<file path="src/rtl/uart_byte_rx.sv">
// uart_byte_rx
//   8N1 UART receiver, LSB first, idle-high line.
//
//   Parameters:
//     CLKS_PER_BIT - clk cycles per UART bit (4..65535)
//
//   Ports:
//     clk       - single clock, rising edge
//     rst       - synchronous active-high reset
//     rx        - asynchronous serial input
//     data      - last correctly framed byte, held until the next good byte
//     valid     - one-cycle pulse when data updates
//     frame_err - one-cycle pulse when the stop bit samples low
//     busy      - high whenever the receiver is not idle
module uart_byte_rx #(
  parameter int unsigned CLKS_PER_BIT = 104
) (
  input  logic       clk,
  input  logic       rst,
  input  logic       rx,
  output logic [7:0] data,
  output logic       valid,
  output logic       frame_err,
  output logic       busy
);

  localparam int unsigned CNT_W = (CLKS_PER_BIT > 1) ? $clog2(CLKS_PER_BIT) : 1;
  localparam logic [CNT_W-1:0] BIT_LAST  = CNT_W'(CLKS_PER_BIT - 1);
  localparam logic [CNT_W-1:0] HALF_LAST = CNT_W'(CLKS_PER_BIT / 2 - 1);

  typedef enum logic [1:0] {
    IDLE,
    START,
    DATA,
    STOP
  } state_t;

  state_t           state_q, state_d;
  logic [CNT_W-1:0] cnt_q, cnt_d;
  logic [2:0]       idx_q, idx_d;
  logic [7:0]       shift_q, shift_d;
  logic [7:0]       data_q, data_d;
  logic             valid_q, valid_d;
  logic             ferr_q, ferr_d;
  logic             busy_q, busy_d;
  logic             wait_high_q, wait_high_d;
  logic             rx_meta_q, rx_s_q;

  always_comb begin
    state_d     = state_q;
    cnt_d       = cnt_q;
    idx_d       = idx_q;
    shift_d     = shift_q;
    data_d      = data_q;
    valid_d     = 1'b0;
    ferr_d      = 1'b0;
    wait_high_d = wait_high_q;

    unique case (state_q)
      IDLE: begin
        // After a framing error the line may still be held low (break);
        // a new start is only accepted once the line has been seen high.
        if (wait_high_q) begin
          if (rx_s_q) wait_high_d = 1'b0;
        end else if (!rx_s_q) begin
          state_d = START;
          cnt_d   = '0;
        end
      end

      START: begin
        if (cnt_q == HALF_LAST) begin
          cnt_d   = '0;
          idx_d   = '0;
          state_d = rx_s_q ? IDLE : DATA;
        end else begin
          cnt_d = cnt_q + CNT_W'(1);
        end
      end

      DATA: begin
        if (cnt_q == BIT_LAST) begin
          cnt_d          = '0;
          shift_d[idx_q] = rx_s_q;
          if (idx_q == 3'd7) begin
            state_d = STOP;
          end else begin
            idx_d = idx_q + 3'd1;
          end
        end else begin
          cnt_d = cnt_q + CNT_W'(1);
        end
      end

      STOP: begin
        if (cnt_q == BIT_LAST) begin
          // Return to IDLE at mid-stop-bit so a start bit that begins right
          // at the nominal stop-bit end is still caught.
          cnt_d   = '0;
          state_d = IDLE;
          if (rx_s_q) begin
            data_d  = shift_q;
            valid_d = 1'b1;
          end else begin
            ferr_d      = 1'b1;
            wait_high_d = 1'b1;
          end
        end else begin
          cnt_d = cnt_q + CNT_W'(1);
        end
      end

      default: state_d = IDLE;
    endcase

    busy_d = (state_d != IDLE);
  end

  always_ff @(posedge clk) begin
    if (rst) begin
      rx_meta_q   <= 1'b1;
      rx_s_q      <= 1'b1;
      state_q     <= IDLE;
      cnt_q       <= '0;
      idx_q       <= '0;
      shift_q     <= '0;
      data_q      <= '0;
      valid_q     <= 1'b0;
      ferr_q      <= 1'b0;
      busy_q      <= 1'b0;
      wait_high_q <= 1'b0;
    end else begin
      rx_meta_q   <= rx;
      rx_s_q      <= rx_meta_q;
      state_q     <= state_d;
      cnt_q       <= cnt_d;
      idx_q       <= idx_d;
      shift_q     <= shift_d;
      data_q      <= data_d;
      valid_q     <= valid_d;
      ferr_q      <= ferr_d;
      busy_q      <= busy_d;
      wait_high_q <= wait_high_d;
    end
  end

  assign data      = data_q;
  assign valid     = valid_q;
  assign frame_err = ferr_q;
  assign busy      = busy_q;

endmodule

</file>
<file path="config.mk">
export PLATFORM = sky130hd
export DESIGN_NAME = uart_byte_rx
export DESIGN_NICKNAME = d
export VERILOG_FILES = /design/src/rtl/uart_byte_rx.sv
export SDC_FILE = /design/constraint.sdc
export NUM_CORES = 1
export LEC_CHECK = 0
export BUFFER_PORTS_ARGS = -buffer_cell sky130_fd_sc_hd__buf_4
export CAP_MARGIN = 20
export CORE_MARGIN = 2
export CORE_UTILIZATION = 45
export CTS_BUF_LIST = sky130_fd_sc_hd__clkbuf_8
export DETAILED_ROUTE_END_ITERATION = 10
export GPL_ROUTABILITY_DRIVEN = 0
export HOLD_SLACK_MARGIN = 0.06
export PLACE_DENSITY = 0.63
export SYNTH_ARGS = -nofsm -noshare
export SYNTH_HDL_FRONTEND = slang
export SYNTH_SLANG_ARGS = --single-unit
</file>
<file path="constraint.sdc">
create_clock -name clk -period 1.9 [get_ports clk]
set_input_delay 0.19 -clock clk [delete_from_list [all_inputs] [get_ports clk]]
set_output_delay 0.19 -clock clk [all_outputs]
set_load 0.02 [all_outputs]
</file>
==> results.txt <==
The number of diodes added for antenna fixing came out at 0. The first TritonRoute pass finished after 4 iterations. The later-pin clock latency in the skew report is 0.29 ns. The cell leakage power came out at 0.7191 nW. The average cell area after synthesis came out at 9.565 um2. The CTS buffer count is 5. The post-route netlist has 22.10% of its cells at a drive strength greater than 1. The tree is rooted in a clkbuf_8.

The number of DRC violations after detailed routing is 0. The count of cells along the worst hold path came out at 2. The minimum clock period after layout came out at 1.768 ns. The count of input and output buffers came out at 13. The number of H-tree levels is 2. After synthesis, the largest family of logic cells by area is simple AND/OR/NAND/NOR gates. The core region is 3363 um2.

The post-synth design cell area came out at 1588 um2. The initial antenna violation count is 0. The number of buffers on the longest clock path is 2.

The final setup violation count is 0. The mux cell area share after synthesis is 10.09%. Across all register-to-register paths, the minimum setup slack is 0.13 ns.

In this run the post-CTS setup repair buffer count came out at 0. In this run the critical register-to-register path is launched from cnt_q[0]. The number of core rows came out at 21. Data on the critical path arrives at its endpoint at 1.98 ns. The synthesized netlist devotes 10.87% of its cell area to compound gates. The die height is 63.40 um. Power comes to 0.001422 W. The synthesis-stage register bit count came out at 34. Summed over all layers, the global routing overflow is 0. The worst slew slack as a fraction of its limit is 55.42%. The routed length per placed instance is 13.41 um. The endpoint identified for the worst register-to-register timing path is shift_q[1].

The worst setup path is launched from a register. The total internal power came out at 0.001123 W. The total instance count after detailed placement came out at 219. The I/O pin total is 14. The path type of the worst setup path is reg -> reg.

The switching power share of the total is 21.05%. The total track usage came out at 17.24%. Dividing the detail-routed via count by the number of cells gives 5.379.

For the pin with the worst max-slew slack, the measured transition is 0.6626 ns. The placement-stage cell area is 1732 um2. The post-synthesis adder-cell area fraction is 2.364%. The tightest min-delay check is of the in -> reg type.

The worst hold slack after final layout came out at 0.08361 ns. The pin count of the biggest net entering global routing came out at 17. Yosys mapped a number of flops with a built-in enable equal to 0. The wire length reported by the detailed router is 3044 um. The simple-gate area share of the yosys netlist is 28.13%. Compared with the post-synthesis result, the final layout area differs by 16.23%. The worst hold path begins at rx. The worst hold path terminates at rx_meta_q.

Of the total power, the clock network draws 45.5%. The critical path required time came out at 2.12 ns. The net count of the mapped netlist is 172.

The number of nets in the finished design came out at 186. Between clock sinks in the finished design, the worst skew comes to 0.004541 ns. The number of warning messages in the yosys log is 0. The cell count after synthesis came out at 166. The number of violations of the max-capacitance limit is 0. The CTS tree is done. The xor and xnor fraction of the mapped netlist area is 1.103%. The sequential cell area fraction in the yosys report is 42.87%. The largest fanout of any net on the critical path came out at 8. The flow ran to the end, and the final reports show no timing, DRC or antenna violations.

The count of final max-slew check failures came out at 0. The final critical-path share of the clock period is 93.07%. The number of gates resized after CTS came out at 0. The initial standard-cell utilization of the core came out at 47.21%. The setup TNS after final layout came out at 0 ns. The number of global-route vias before repair came to 1155.

Power spread over the standard cell area amounts to 770.4 nW/um2. Setup repair after global routing left no endpoint under its margin. The achievable frequency came out at 565.5 MHz. The non-filler instance count after layout came out at 227.

The number of hold violations in the final report is 0. The global-route wire length before repair came out at 5382 um. The via count came out at 1221. The share of total power dissipated in sequential elements is 50.9%. The power share of the combinational group came out at 3.5%. The half-perimeter wire length of the detailed placement result came out at 2207 um. Among all flip-flop cells after synthesis, the most frequent one is dfxtp_1. The type of destination of the critical path is a register. The area of the die is 4020 um2. The post-CTS clock slew at the launch and capture registers of the worst setup and hold paths came out at 0.07 ns.

CTS saw 34 sinks. The detailed router's first-iteration violation count came out at 54. The maximum VDD drop came out at 0.0004594 V.

The analysis attributes to net switching a power of 0.0002992 W. Once detail routing completed, the nets flagged for antenna violations numbered 0. The length in cells of the worst reg-to-reg path is 6. The die is 63.40 um wide. The count of cell types in the netlist is 43. For this design, the CTS-stage hold fixing added 0 buffers. The final design instance area without fill is 1846 um2. The proportion of register bits with asynchronous set or reset after synthesis came out at 0%.
worst max path at each step:
stage                  start          to  slack (ns)  cells after the start
floorplan           cnt_q[0]  shift_q[1]        0.32                      7
global placement    cnt_q[0]     data[6]        0.12                      5
detailed placement  cnt_q[0]     data[4]        0.03                      5
CTS                 cnt_q[0]     data[4]       0.006                      5
global route        cnt_q[0]  shift_q[6]        0.02                      6
finish              cnt_q[0]  shift_q[1]        0.13                      6
area by class of cell:
class	instances	area [um2]
flip-flops and latches	34	680.7
clock buffers	5	68.82
inverters	3	11.26
multi-input cells	118	838.3
well taps	46	57.56
fillers	336	1518
clock inverters	3	41.29
repair buffers	18	147.6
critical path, stage by stage, from the launching register on:
cell and delay (ns):
dfxtp_1 0.40, ha_1 0.24, and2_4 0.21, nand4b_4 0.15, buf_12 0.19, nor4b_4 0.29
mux2i_1 0.21
sequential cells by signal, summed over array words and instances, names as in the netlist:
| name | flops |
|---|---|
| data | 8 |
| shift_q | 8 |
| cnt_q | 7 |
| idx_q | 3 |
| state_q | 2 |
| busy | 1 |
| frame_err | 1 |
| rx_meta_q | 1 |
| rx_s_q | 1 |
| valid | 1 |
| wait_high_q | 1 |
layer usage:
layer,vias up,wire (um),track usage (%)
met2,16,1461,28.16
li1,623,-,-
met3,4,98,5.000
met1,578,1430,21.10
met5,-,0,0
met4,0,53,7.337
logic make-up after synthesis:
group | count (synthesis)
AOI/OAI and AO/OA | 25
xor gates and xnor gates | 2
adders and majority gates | 3
buffers and inverters | 14
DFF | 34
muxes | 16
and+or+nand+nor | 72
power by group through the flow:
stage               clock network (W)  registers (W)  logic [W]
floorplan                           0       0.000740  0.0000323
global placement                    0       0.000740  0.0000497
detailed placement                  0       0.000740  0.0000507
CTS                          0.000661       0.000724  0.0000509
global route                 0.000691       0.000725  0.0000559
finish                       0.000647       0.000724  0.0000504
through the flow:
stage / util [%] / setup slack, ns
final: 54.87 / 0.1318
after global routing: 54.87 / 0.01916
after CTS: 54.76 / 0.006385
after detailed placement: 51.49 / 0.03047
after global placement: 51.49 / 0.1230
after floorplan: - / 0.3184
Yosys cell counts, drive strengths merged (2+ instances only):
master | instances | area share, %
ha | 3 | 2.4
mux2i | 16 | 10
o22ai | 2 | 0.79
a21boi | 3 | 1.4
nor3 | 4 | 1.3
nand3 | 6 | 1.9
nor4b | 5 | 5.0
or2 | 3 | 1.2
nor2b | 3 | 1.2
a31o | 2 | 1.1
nor4 | 2 | 1.2
nand2 | 27 | 6.4
buf | 5 | 2.1
clkbuf | 6 | 1.7
o221ai | 2 | 1.1
a21oi | 2 | 0.63
inv | 3 | 0.71
dfxtp | 34 | 43
nor2 | 9 | 2.1
and4bb | 3 | 2.6
o21ai | 6 | 1.9
nand4 | 2 | 0.79
a221oi | 2 | 1.1
a211oi | 2 | 0.95
and2 | 4 | 1.6
cell usage in the layout, fill, tap and decap left out, types with 3 or more instances in the layout:
cell / Yosys / final
buf_4: 0 / 17
dfxtp_1: 34 / 34
and2_1: 4 / 3
or2_2: 3 / 3
nor2_1: 9 / 9
ha_1: 3 / 3
clkbuf_8: 0 / 5
nor3_1: 4 / 4
inv_1: 3 / 4
nand3_1: 6 / 6
nand2_1: 27 / 27
o21ai_0: 6 / 6
nor2b_1: 3 / 3
mux2i_1: 16 / 16
Power figures use the tool's default switching activity.
